## src/rtl/step_sequencer.sv

```systemverilog
// ---------------------------------------------------------------------------
// step_sequencer
//   Multi-cycle control FSM for the simple 12-bit processor. It walks each
//   instruction through FETCH / DECODE / EXEC / MEM / WB and emits the Moore
//   strobes for the PC, IR, data memory, register file and ALU.
//
// Parameters
//   IW      instruction width (opcode in instr[11:9], ALU field in instr[8:6])
//   DM_LAT  extra data-memory read wait cycles for loads (0..3)
//
// Ports
//   clk         rising-edge clock
//   reset       asynchronous, active-low reset
//   step        single-step start pulse
//   run         1 = free-run, 0 = single-step
//   isexternal  external IM load; forces the sequencer back to IDLE
//   instr       current IR contents
//   ir_load     IR capture strobe (FETCH)
//   pc_en       PC advance strobe (WB)
//   DM_re       data memory read enable (LD in MEM and WB)
//   DM_we       data memory write enable (ST in MEM)
//   RF_we       register file write enable (ALU/LD in WB)
//   loadSignal  RF write-data select, 1 = memory (LD in WB)
//   ALU_op      ALU operation (EXEC/WB of an ALU instruction, else 000)
//   busy        high in any state other than IDLE and HALTED
//   halted      high in HALTED
//   illegal     sticky flag: an illegal opcode was decoded
//
// Optional feature macro: STEP_QUEUE_EN
//   When defined, a step pulse arriving while busy is remembered in a 1-deep
//   pending flag and starts the next instruction straight from WB.
// ---------------------------------------------------------------------------
module step_sequencer #(
    parameter int IW     = 12,
    parameter int DM_LAT = 1
) (
    input  logic          clk,
    input  logic          reset,
    input  logic          step,
    input  logic          run,
    input  logic          isexternal,
    input  logic [IW-1:0] instr,
    output logic          ir_load,
    output logic          pc_en,
    output logic          DM_re,
    output logic          DM_we,
    output logic          RF_we,
    output logic          loadSignal,
    output logic [2:0]    ALU_op,
    output logic          busy,
    output logic          halted,
    output logic          illegal
);

    typedef enum logic [2:0] {
        S_IDLE, S_FETCH, S_DECODE, S_EXEC, S_MEM, S_WB, S_HALTED
    } state_t;

    localparam logic [2:0] OP_ST   = 3'b000;
    localparam logic [2:0] OP_LD   = 3'b001;
    localparam logic [2:0] OP_ALU  = 3'b010;
    localparam logic [2:0] OP_NOP  = 3'b011;
    localparam logic [2:0] OP_HALT = 3'b111;
    localparam logic [1:0] LAT     = DM_LAT[1:0];

    state_t     state_q, state_d;
    logic [2:0] op_q, op_d;
    logic [2:0] fn_q, fn_d;
    logic [1:0] wait_q, wait_d;
    logic       illegal_q, illegal_d;
    logic       take_queued;
    logic       in_busy;

    // Only instr[11:6] is decoded; the remaining bits belong to the datapath.
    logic unused_instr_bits;
    assign unused_instr_bits = ^instr;

    assign in_busy = (state_q != S_IDLE) && (state_q != S_HALTED);

`ifdef STEP_QUEUE_EN
    logic pending_q, pending_d;
    logic pend_now;

    // A step seen during WB counts as pending in that same cycle, so it is
    // not stranded in the flag after the return to IDLE.
    always_comb begin
        pend_now    = pending_q | (step & in_busy);
        take_queued = (state_q == S_WB) && !run && pend_now;
        if (isexternal || take_queued) pending_d = 1'b0;
        else                           pending_d = pend_now;
    end

    always_ff @(posedge clk or negedge reset) begin
        if (!reset) pending_q <= 1'b0;
        else        pending_q <= pending_d;
    end
`else
    assign take_queued = 1'b0;
`endif

    // State and latched-instruction registers
    always_ff @(posedge clk or negedge reset) begin
        if (!reset) begin
            state_q   <= S_IDLE;
            op_q      <= OP_NOP;
            fn_q      <= 3'b000;
            wait_q    <= 2'b00;
            illegal_q <= 1'b0;
        end else begin
            state_q   <= state_d;
            op_q      <= op_d;
            fn_q      <= fn_d;
            wait_q    <= wait_d;
            illegal_q <= illegal_d;
        end
    end

    // Next-state logic
    always_comb begin
        state_d   = state_q;
        op_d      = op_q;
        fn_d      = fn_q;
        wait_d    = 2'b00;
        illegal_d = illegal_q;
        case (state_q)
            S_IDLE:   if (step || run) state_d = S_FETCH;
            S_FETCH:  state_d = S_DECODE;
            S_DECODE: begin
                op_d = instr[11:9];
                fn_d = instr[8:6];
                case (instr[11:9])
                    OP_ALU:        state_d = S_EXEC;
                    OP_ST, OP_LD:  state_d = S_MEM;
                    OP_HALT:       state_d = S_HALTED;
                    OP_NOP:        state_d = S_WB;
                    default: begin
                        state_d   = S_WB;
                        illegal_d = 1'b1;
                    end
                endcase
            end
            S_EXEC:   state_d = S_WB;
            S_MEM: begin
                // Loads hold MEM for LAT+1 cycles; stores leave after one.
                if (op_q == OP_LD && wait_q != LAT) wait_d = wait_q + 2'd1;
                else                                state_d = S_WB;
            end
            S_WB:     state_d = (run || take_queued) ? S_FETCH : S_IDLE;
            S_HALTED: state_d = S_HALTED;
            default:  state_d = S_IDLE;
        endcase

        // External IM loading aborts whatever is in flight, except HALTED.
        if (isexternal && state_q != S_HALTED) begin
            state_d   = S_IDLE;
            wait_d    = 2'b00;
            op_d      = op_q;
            fn_d      = fn_q;
            illegal_d = illegal_q;
        end
    end

    // Moore outputs
    always_comb begin
        ir_load    = 1'b0;
        pc_en      = 1'b0;
        DM_re      = 1'b0;
        DM_we      = 1'b0;
        RF_we      = 1'b0;
        loadSignal = 1'b0;
        ALU_op     = 3'b000;
        case (state_q)
            S_FETCH: ir_load = 1'b1;
            S_EXEC:  if (op_q == OP_ALU) ALU_op = fn_q;
            S_MEM: begin
                DM_we = (op_q == OP_ST);
                DM_re = (op_q == OP_LD);
            end
            S_WB: begin
                pc_en = 1'b1;
                if (op_q == OP_ALU) begin
                    RF_we  = 1'b1;
                    ALU_op = fn_q;
                end
                if (op_q == OP_LD) begin
                    RF_we      = 1'b1;
                    loadSignal = 1'b1;
                    DM_re      = 1'b1;
                end
            end
            default: ;
        endcase
    end

    assign busy    = in_busy;
    assign halted  = (state_q == S_HALTED);
    assign illegal = illegal_q;

endmodule

```

## config.mk

```make
export PLATFORM = sky130hd
export DESIGN_NAME = step_sequencer
export DESIGN_NICKNAME = d
export VERILOG_FILES = /design/src/rtl/step_sequencer.sv
export SDC_FILE = /design/constraint.sdc
export NUM_CORES = 1
export LEC_CHECK = 0
export BUFFER_PORTS_ARGS = -buffer_cell sky130_fd_sc_hd__buf_2
export CAP_MARGIN = 15
export CORE_MARGIN = 2
export CORE_UTILIZATION = 30
export DETAILED_ROUTE_END_ITERATION = 6
export PLACE_DENSITY = 0.58
export SLEW_MARGIN = 10
export SYNTH_ARGS = -nofsm -noshare
export SYNTH_HDL_FRONTEND = slang
export SYNTH_SLANG_ARGS = --single-unit
```

## constraint.sdc

```tcl
create_clock -name clk -period 3.2 [get_ports clk]
set_input_delay 0.32 -clock clk [delete_from_list [all_inputs] [get_ports clk]]
set_output_delay 0.32 -clock clk [all_outputs]
set_load 0.05 [all_outputs]
```

==> results_dict.tcl, run 1 <==
set metrics [dict create \
    status "completed" \
    hold_path_class "in -> reg" \
    pwr-share-clk 0.188 \
    synth_cell_types 30 \
    viasPerCell 4.82 \
    grt_pass1_vias 542 \
    fin_nets 108 \
    seqCellArea_sq_um 303 \
    multiInputGateArea_sq_um 350 \
    synth_ff_type "dfrtp_1" \
    die_h_microns 52.1 \
    synth_xor_xnor_area_share 0.0378 \
    fp.dieW_microns 52.1 \
    synthArstFlopShare 1.00 \
    tritoncts "done" \
    gp_congestion 0.783 \
    rsz0062_at_grt "no" \
    grt_pass1_wl_microns 2430 \
    pin_count 29 \
    r2r_start "state_q[0]" \
    power.density_nw_per_um2 742 \
    p_comb_frac 0.377 \
    p_leak_uw 0.000391 \
    worst_pin_slew_ns 0.395 \
    cts_hold_buffers 1 \
    core_area_sq_um 2190 \
    ir_drop_mv 0.325 \
    synth_fp_nets 83 \
    p_sw_uw 256 \
    clkTransAtPathRegs_ns 0.08 \
    finalCriticalPeriod_ns 2.13 \
    cts_setup_buffers 0 \
    synthSimpleGateAreaFrac 0.259 \
    required_ns 2.88 \
    worstHoldPathCells 2 \
    drive_gt1_frac 0.438 \
    synth-seq-area-share 0.436 \
    gr-total-overflow 0 \
    yosys.area.top_type "dfrtp_1" \
    finClkSkew_ns 0.00164 \
    hold_viol 0 \
    maxSlewViolCount 0 \
    synthToLayoutAreaGrowth_pct 23.8 \
    fin_tns_setup_ns 0 \
    cap_violations 0 \
    cts_resized 0 \
    cp_max_fo 11 \
    cts_buffer_depth 2 \
    netlist_area_sq_um 694 \
    vias 564 \
    die_area_sq_um 2720 \
    hold_end "fn_q[2]" \
    grt_max_degree 13 \
    track_usage 0.120 \
    num_rows 17 \
    synth.ff_latch_count 12 \
    synth_top_family_by_area "simple AND/OR/NAND/NOR gates" \
    ant_nets 0 \
    synthAdderAreaFrac 0.0180 \
    synthTopCellsByArea "dfrtp_1 (36%), mux2_2 (9.7%), dfstp_2 (7.6%), xnor2_1 (3.8%), and2_1 (3.6%)" \
    swShare 0.402 \
    min-delay-start "instr[8]" \
    hpwl_microns 1120 \
    synth_cells 65 \
    drtIter0Drc 5 \
    setup_viol 0 \
    power_uw 638 \
    cts-root-buf "clkbuf_4" \
    clock.fmax_mhz 469 \
    synth_edf_count 0 \
    r2r_cells 3 \
    numCtsBuffers 3 \
    critical_path_arrival_ns 1.81 \
    power.internal_uw 382 \
    antenna_cells 0 \
    synth.avg_cell_area_sq_um 10.7 \
    yosysWarnings 0 \
    cts_sinks 12 \
    yosys.area.top_type_share 0.360 \
    wl_per_cell_microns 12.1 \
    crit_path_end_kind "primary output" \
    drc_errors 0 \
    regToRegSetupSlack_ns 1.69 \
    antenna_found_initial 0 \
    synth_compound_area_frac 0.0919 \
    nFillCells 221 \
    post-route-period-util 0.667 \
    synth_mux_area_frac 0.0973 \
    relSlewSlack 0.734 \
    clk_latency_ns 0.27 \
    htreeDepth 1 \
    initial_core_util 0.317 \
    timing.rr.end "fn_q[0]" \
    port_buffers 22 \
    dr.pass1.iters 3 \
    critical_path_class "reg -> out" \
    wl_microns 1410 \
    seq_power_share 0.436 \
    start_kind "flop" \
]
[sequential cells by signal (all words and copies together), names as in the netlist]
signal   count
fn_q         3
wait_q       2
op_q         3
state_q      3
illegal      1
[cells in the mapped netlist, types with 2 or more instances]
cell	number
and2_1	4
buf_4	2
dfrtp_1	10
dfstp_2	2
inv_1	4
mux2_2	6
nand2_1	4
nand3_1	2
nor2_1	5
nor2b_1	2
nor3_1	2
nor4_1	2
xnor2_1	3
[cell families after synthesis]
logic type	count (synthesis)
buf+inv	7
fa+ha+maj	1
flops	12
mux	6
xor+xnor	3
compound gates	8
simple gates	28
[worst max-delay path, cell delays in order (launching register included)]
cell     delay [ns]
dfrtp_1        0.59
xnor2_1        0.15
nor4_1         0.38
and2_1         0.18
buf_2          0.25
[final cells by class]
type | count | share of cell area
clock buffer | 4 | 0.0422
inverter | 4 | 0.0175
multi-input combinational | 46 | 0.408
sequential | 12 | 0.352
tap | 28 | 0.0408
timing repair buffer | 23 | 0.140
[worst max path at each step]
stage,start,to,cells after the start
2_1_floorplan,state_q[1],RF_we,3
3_3_place_gp,state_q[2],ALU_op[1],4
3_5_place_dp,state_q[2],ALU_op[2],4
4_1_cts,state_q[2],ALU_op[2],4
5_1_grt,state_q[2],ALU_op[2],4
6_report,state_q[2],ALU_op[2],4
[power by group through the flow]
stage          clock [uW]  combinational, uW  sequential, uW
2_1_floorplan           0                205             270
3_3_place_gp            0                239             279
3_5_place_dp            0                243             282
4_1_cts               124                244             279
5_1_grt               132                258             290
6_report              120                240             278
[routing by layer]
metal  global-route usage  vias to the layer above  wire (microns)
met5                    0                        -               0
li1                     -                      278               -
met1                0.146                      273             657
met2                0.194                       11             679
met3               0.0172                        2              51
met4               0.0833                        0              24
[layout by cell type, fill, tap and decap left out, drive strengths merged, types with 2 or more instances in the layout]
cell type  netlist  layout
and2             4       4
buf              3      22
clkbuf           0       4
dfrtp           10      10
dfstp            2       2
inv              4       4
mux2             6       6
nand2            4       4
nand3            2       2
nor2             5       5
nor2b            2       2
nor3             3       3
nor4             2       2
nor4b            2       2
xnor2            3       3
[through the flow]
step                      setup WS [ns]   util  hold slack (ns)  cell area (sq um)  std cells
after global placement             1.35  0.371            0.213                813        112
after detailed placement           1.33  0.371            0.219                813        112
final                              1.07  0.392            0.281                860        117
after CTS                          1.04  0.392            0.273                860        117
after global routing              0.895  0.392            0.282                860        117
after floorplan                   0.616      -           0.0244                694         65
No activity file was read; power rests on OpenSTA's default activity.
==> inputs of run 2 (changes only) <==
Settings changed: ABC_AREA set to 1, PLACE_DENSITY 0.58 to 0.6.
Clock period 3.2 ns to 1.7 ns, I/O delays scaled along.
==> results_dict.tcl, run 2 <==
set metrics [dict create \
    drtIter0Drc 6 \
    p_comb_frac 0.499 \
    power.internal_uw 716 \
    synth_fp_nets 114 \
    antenna_found_initial 0 \
    antenna_cells 0 \
    pwr-share-clk 0.130 \
    cap_violations 0 \
    grt_util_met1 0.181 \
    hold_path_class "in -> reg" \
    clkTransAtPathRegs_ns 0.07 \
    synthTopCellsByArea "dfrtp_1 (34%), nand2_1 (11%), nor2_1 (8.2%), dfstp_2 (7.2%), inv_1 (6.2%)" \
    post-route-period-util 0.959 \
    cts_sinks 12 \
    cpPeakStageDelay_ns 0.58 \
    cts_buffer_depth 2 \
    cp_num_buf_inv 1 \
    drc_errors 0 \
    gp_congestion 0.830 \
    relSlewSlack 0.802 \
    dr.pass1.iters 4 \
    regToRegSetupSlack_ns 0.42 \
    required_ns 1.53 \
    synthArstFlopShare 1.00 \
    setup_viol 0 \
    p_leak_uw 0.000566 \
    synth-seq-area-share 0.416 \
    viasPerCell 4.51 \
    power.density_nw_per_um2 1230 \
    wl_microns 1820 \
    gr-usage-met2 0.233 \
    top_regs "fn_q x3, op_q x3, state_q x3" \
    synth_xor_xnor_area_share 0 \
    track_usage 0.143 \
    dp.cells 149 \
    worst_pin_slew_ns 0.296 \
    cp_max_fo 4 \
    synthAdderAreaFrac 0.0172 \
    grt_use_met3 0.0169 \
    final_cell_count_no_fill 157 \
    path_cells "nand3b_1 > a21oi_1 > clkbuf_4" \
    synthSimpleGateAreaFrac 0.385 \
    swShare 0.457 \
    clock.fmax_mhz 613 \
    port_buffers 22 \
    synth_compound_area_frac 0.0911 \
    seq_power_share 0.371 \
    tritoncts "done" \
    final_common_cell "nand2_1" \
    core_area_sq_um 2250 \
    gr-total-overflow 0 \
    hpwl_microns 1340 \
    grt_pass1_vias 640 \
    start_kind "flop" \
    ir_drop_mv 0.625 \
    clk_latency_ns 0.27 \
    cts-root-buf "clkbuf_4" \
    finClkSkew_ns 0.00926 \
    die_h_microns 53.3 \
    synth_edf_count 0 \
    critical_path_class "reg -> out" \
    netlist_area_sq_um 728 \
    vias 708 \
    critPathSlowestCell "dfstp_2" \
    power_uw 1320 \
    yosysMostFrequentCell "nand2_1" \
    grt_max_degree 13 \
    synth_mux_area_frac 0 \
    maxSlewViolCount 0 \
    synth_ff_type "dfrtp_1" \
    synth_top_family_by_area "simple AND/OR/NAND/NOR gates" \
    fp.dieW_microns 53.3 \
    critPathTopFamily "flip-flops" \
    die_area_sq_um 2840 \
    synth.avg_cell_area_sq_um 7.59 \
    critical_path_arrival_ns 1.46 \
    yosys.area.top_type "dfrtp_1" \
    wl_per_cell_microns 11.6 \
    synth.ff_latch_count 12 \
    hold_viol 0 \
    synth_cells 96 \
    initial_core_util 0.323 \
    finalCriticalPeriod_ns 1.63 \
    nFillCells 240 \
    synth_cell_types 23 \
    crit_path_end_kind "primary output" \
    num_rows 17 \
    synthToLayoutAreaGrowth_pct 47.6 \
    pin_count 29 \
    yosys.area.top_type_share 0.344 \
    yosysWarnings 0 \
    htreeDepth 1 \
    layout_common_cells "nand2_1 (20), buf_2 (17), nor2_1 (15), inv_1 (11), dfrtp_1 (9)" \
    drive_gt1_frac 0.434 \
    p_sw_uw 603 \
    yosys-top-cells-count "nand2_1 (21), nor2_1 (16), inv_1 (12)" \
    fin_nets 149 \
    status "completed" \
    grt_pass1_wl_microns 2820 \
    busiest_layer "met2" \
    numCtsBuffers 3 \
    ant_nets 0 \
]
[run 2: changes by cell type after synthesis, sizes merged, moves of 3 or more]
cell   change
a21oi      +3
o21ai      +7
inv       +11
mux2       -6
xnor2      -3
nor2      +11
and2       -4
nand2     +20
nand3      +6
[run 2: cell families (layout without fill, tap and decap cells)]
logic type      after synthesis  after routing
fa+ha+maj                     1              1
simple gates                 55             55
compound gates               12             12
buf+inv                      16             49
flops                        12             12
[run 2: area by class of cell]
| cell class | instances | area [sq um] | area share |
|---|---|---|---|
| clock buffer | 3 | 22.5 | 0.0210 |
| sequential | 12 | 304 | 0.283 |
| multi-input combinational | 68 | 432 | 0.402 |
| timing repair buffer | 31 | 215 | 0.200 |
| inverter | 15 | 66.3 | 0.0617 |
| tap | 28 | 35.0 | 0.0326 |
[run 2: worst min-delay path, cell delays in order]
cell and delay [ns]:
buf_2 0.07, nand2_1 0.04, nand2_1 0.04
[run 2: power groups by stage]
stage                     logic [uW]  clock network, uW  registers (uW)
final                            658                171             489
after global routing             728                184             504
after CTS                        589                176             474
after detailed placement         573                  0             480
after global placement           566                  0             475
after floorplan                  397                  0             508
[run 2: routing by layer]
layer | vias up | wire, microns
met5 | - | 0
met4 | 0 | 27
met3 | 2 | 69
met2 | 15 | 938
met1 | 320 | 784
li1 | 371 | -
[run 2: worst paths after layout]
path                           start         end  depth (start not counted)
hold reg to reg            wait_q[0]   wait_q[0]                          1
hold / removal              instr[7]     fn_q[1]                          3
min in group asynchronous      reset  state_q[0]                          2
setup / recovery             op_q[0]       RF_we                          3
setup reg to reg             op_q[0]  state_q[0]                          5
max in group asynchronous      reset     op_q[0]                          2
[run 2: what timing repair did]
item / in CTS / in global routing
gates resized for setup: 6 / 15
hold buffers: 1 / 0
setup buffers: 1 / 4
pin swaps: 0 / 4
hold endpoints to repair: 10 / 0
setup endpoints to repair: 4 / 5
[run 2: stage by stage]
stage	setup slack (ns)	cell area, sq um	setup TNS (ns)	util	hold slack (ns)
after floorplan	-0.168	769	-0.235	-	-0.126
after global placement	0.194	937	0	0.416	0.0721
after detailed placement	0.183	937	0	0.416	0.0703
after CTS	0.00294	995	0	0.441	0.0922
after global routing	-0.0103	1070	-0.0215	0.477	0.107
final	0.0694	1070	0	0.477	0.0995
==> inputs of run 3 (changes only) <==
Settings changed: CTS_BUF_LIST set to sky130_fd_sc_hd__clkbuf_4, SETUP_SLACK_MARGIN set to 0.2.
==> results_dict.tcl, run 3 (synthesis gave the netlist of run 2 again) <==
set metrics [dict create \
    layout_common_cells "nand2_1 (19), buf_4 (15), inv_1 (11), buf_2 (11), buf_6 (11)" \
    finalCriticalPeriod_ns 1.65 \
    ant_nets 0 \
    dp.cells 146 \
    critPathSlowestCell "dfstp_2" \
    r2r_start "op_q[0]" \
    die_h_microns 53.3 \
    place_area_sq_um 945 \
    initial_core_util 0.323 \
    rsz0062_at_grt "yes" \
    cp_max_fo 4 \
    drtIter0Drc 6 \
    vias 736 \
    gr-total-overflow 0 \
    critPathTopFamily "flip-flops" \
    path_common_cell "buf_6" \
    cpPeakStageDelay_ns 0.57 \
    gp_congestion 0.909 \
    top_regs "fn_q x3, op_q x3, state_q x3" \
    path_cells "nand3b_1 > buf_6 > a21oi_2 > buf_6" \
    status "completed" \
    wl_microns 1970 \
    pin_count 29 \
    relSlewSlack 0.812 \
    hold_path_class "in -> reg" \
    p_leak_uw 0.000610 \
    grt_pass1_wl_microns 2970 \
    cts_buffer_depth 2 \
    min-delay-start "instr[7]" \
    wl_per_cell_microns 11.9 \
    clk_latency_ns 0.28 \
    synthToLayoutAreaGrowth_pct 64.4 \
    crit_start "op_q[0]" \
    final_cell_count_no_fill 165 \
    clock.fmax_mhz 607 \
    cts_sinks 12 \
    critical_path_arrival_ns 1.48 \
    finalInstanceArea_sq_um 1200 \
    finClkSkew_ns 0.00376 \
    setup_viol 0 \
    hpwl_microns 1310 \
    power.density_nw_per_um2 1200 \
    final_common_cell "nand2_1" \
    track_usage 0.151 \
    critical_path_class "reg -> out" \
    final_util 0.531 \
    die_area_sq_um 2840 \
    fin_nets 156 \
    grt_pass1_vias 721 \
    num_rows 17 \
    viasPerCell 4.46 \
    cap_violations 0 \
    ir_drop_mv 0.616 \
    start_kind "flop" \
    grt_max_degree 13 \
    drc_errors 0 \
    antenna_cells 0 \
    drive_gt1_frac 0.526 \
    cts-root-buf "clkbuf_4" \
    tritoncts "done" \
    cp_num_buf_inv 2 \
    numCtsBuffers 3 \
    required_ns 1.53 \
    antenna_found_initial 0 \
    post-route-period-util 0.969 \
    dr.pass1.iters 3 \
    fp.dieW_microns 53.3 \
    worst_pin_slew_ns 0.282 \
    htreeDepth 1 \
    clkTransAtPathRegs_ns 0.08 \
    hold_viol 0 \
    core_area_sq_um 2250 \
    crit_path_end_kind "primary output" \
    port_buffers 22 \
    maxSlewViolCount 0 \
]
## run 3: changes by cell type in the layout (fill, tap and decap cells not counted), sizes merged
cell,delta
clkbuf,-1
buf,+8
clkinv,+1
## run 3: path summary, 6_finish.rpt
| kind | end | slack (ns) | cells after the start |
|---|---|---|---|
| setup / recovery | RF_we | 0.05 | 4 |
| hold / removal | fn_q[1] | 0.09 | 3 |
| setup reg to reg | state_q[0] | 0.15 | 8 |
| hold reg to reg | wait_q[0] | 0.45 | 1 |
| max in group asynchronous | op_q[0] | 1.13 | 2 |
| min in group asynchronous | state_q[0] | 0.29 | 2 |
## run 3: routing by layer
layer / vias to the layer above / global-route usage / part of all wire
met5: - / 0 / 0
met4: 0 / 0.115 / 0.024
met3: 4 / 0.0169 / 0.034
met2: 17 / 0.255 / 0.50
met1: 327 / 0.172 / 0.44
li1: 388 / - / -
## run 3: repair_timing
action,4_1_cts,5_1_grt
resized for setup,25,13
gates cloned,0,0
endpoints found under the hold margin,10,0
pin swaps,3,7
setup buffers,11,3
hold buffers,1,0
setup endpoints to repair,10,14
## run 3: through the flow
stage | setup WS (ns) | power [uW] | hold slack (ns) | TNS (ns)
after floorplan | -0.00746 | 932 | -0.126 | -0.00746
after global placement | 0.213 | 1040 | 0.0661 | 0
after detailed placement | 0.219 | 1060 | 0.0716 | 0
after CTS | 0.0936 | 1380 | 0.0733 | 0
after global routing | 0.0272 | 1530 | 0.101 | 0
final | 0.0522 | 1440 | 0.0881 | 0
## run 3: area by class of cell
class | instances | area [sq um]
Fill cell | 217 | 1060
Clock inverter | 1 | 3.75
Sequential cell | 12 | 307
Inverter | 15 | 68.8
Multi-Input combinational cell | 68 | 459
Timing Repair Buffer | 38 | 302
Tap cell | 28 | 35.0
Clock buffer | 3 | 22.5
## run 3: where the power goes
group	switching [uW]	total, uW	internal, uW
Clock	104	189	85.1
Combinational	430	739	309
Sequential	112	512	400
## run 3: tightest hold or removal path, delay by kind of cell
family | cells | cell delay, ns
buffers and inverters | 1 | 0.08
and+or+nand+nor | 2 | 0.08
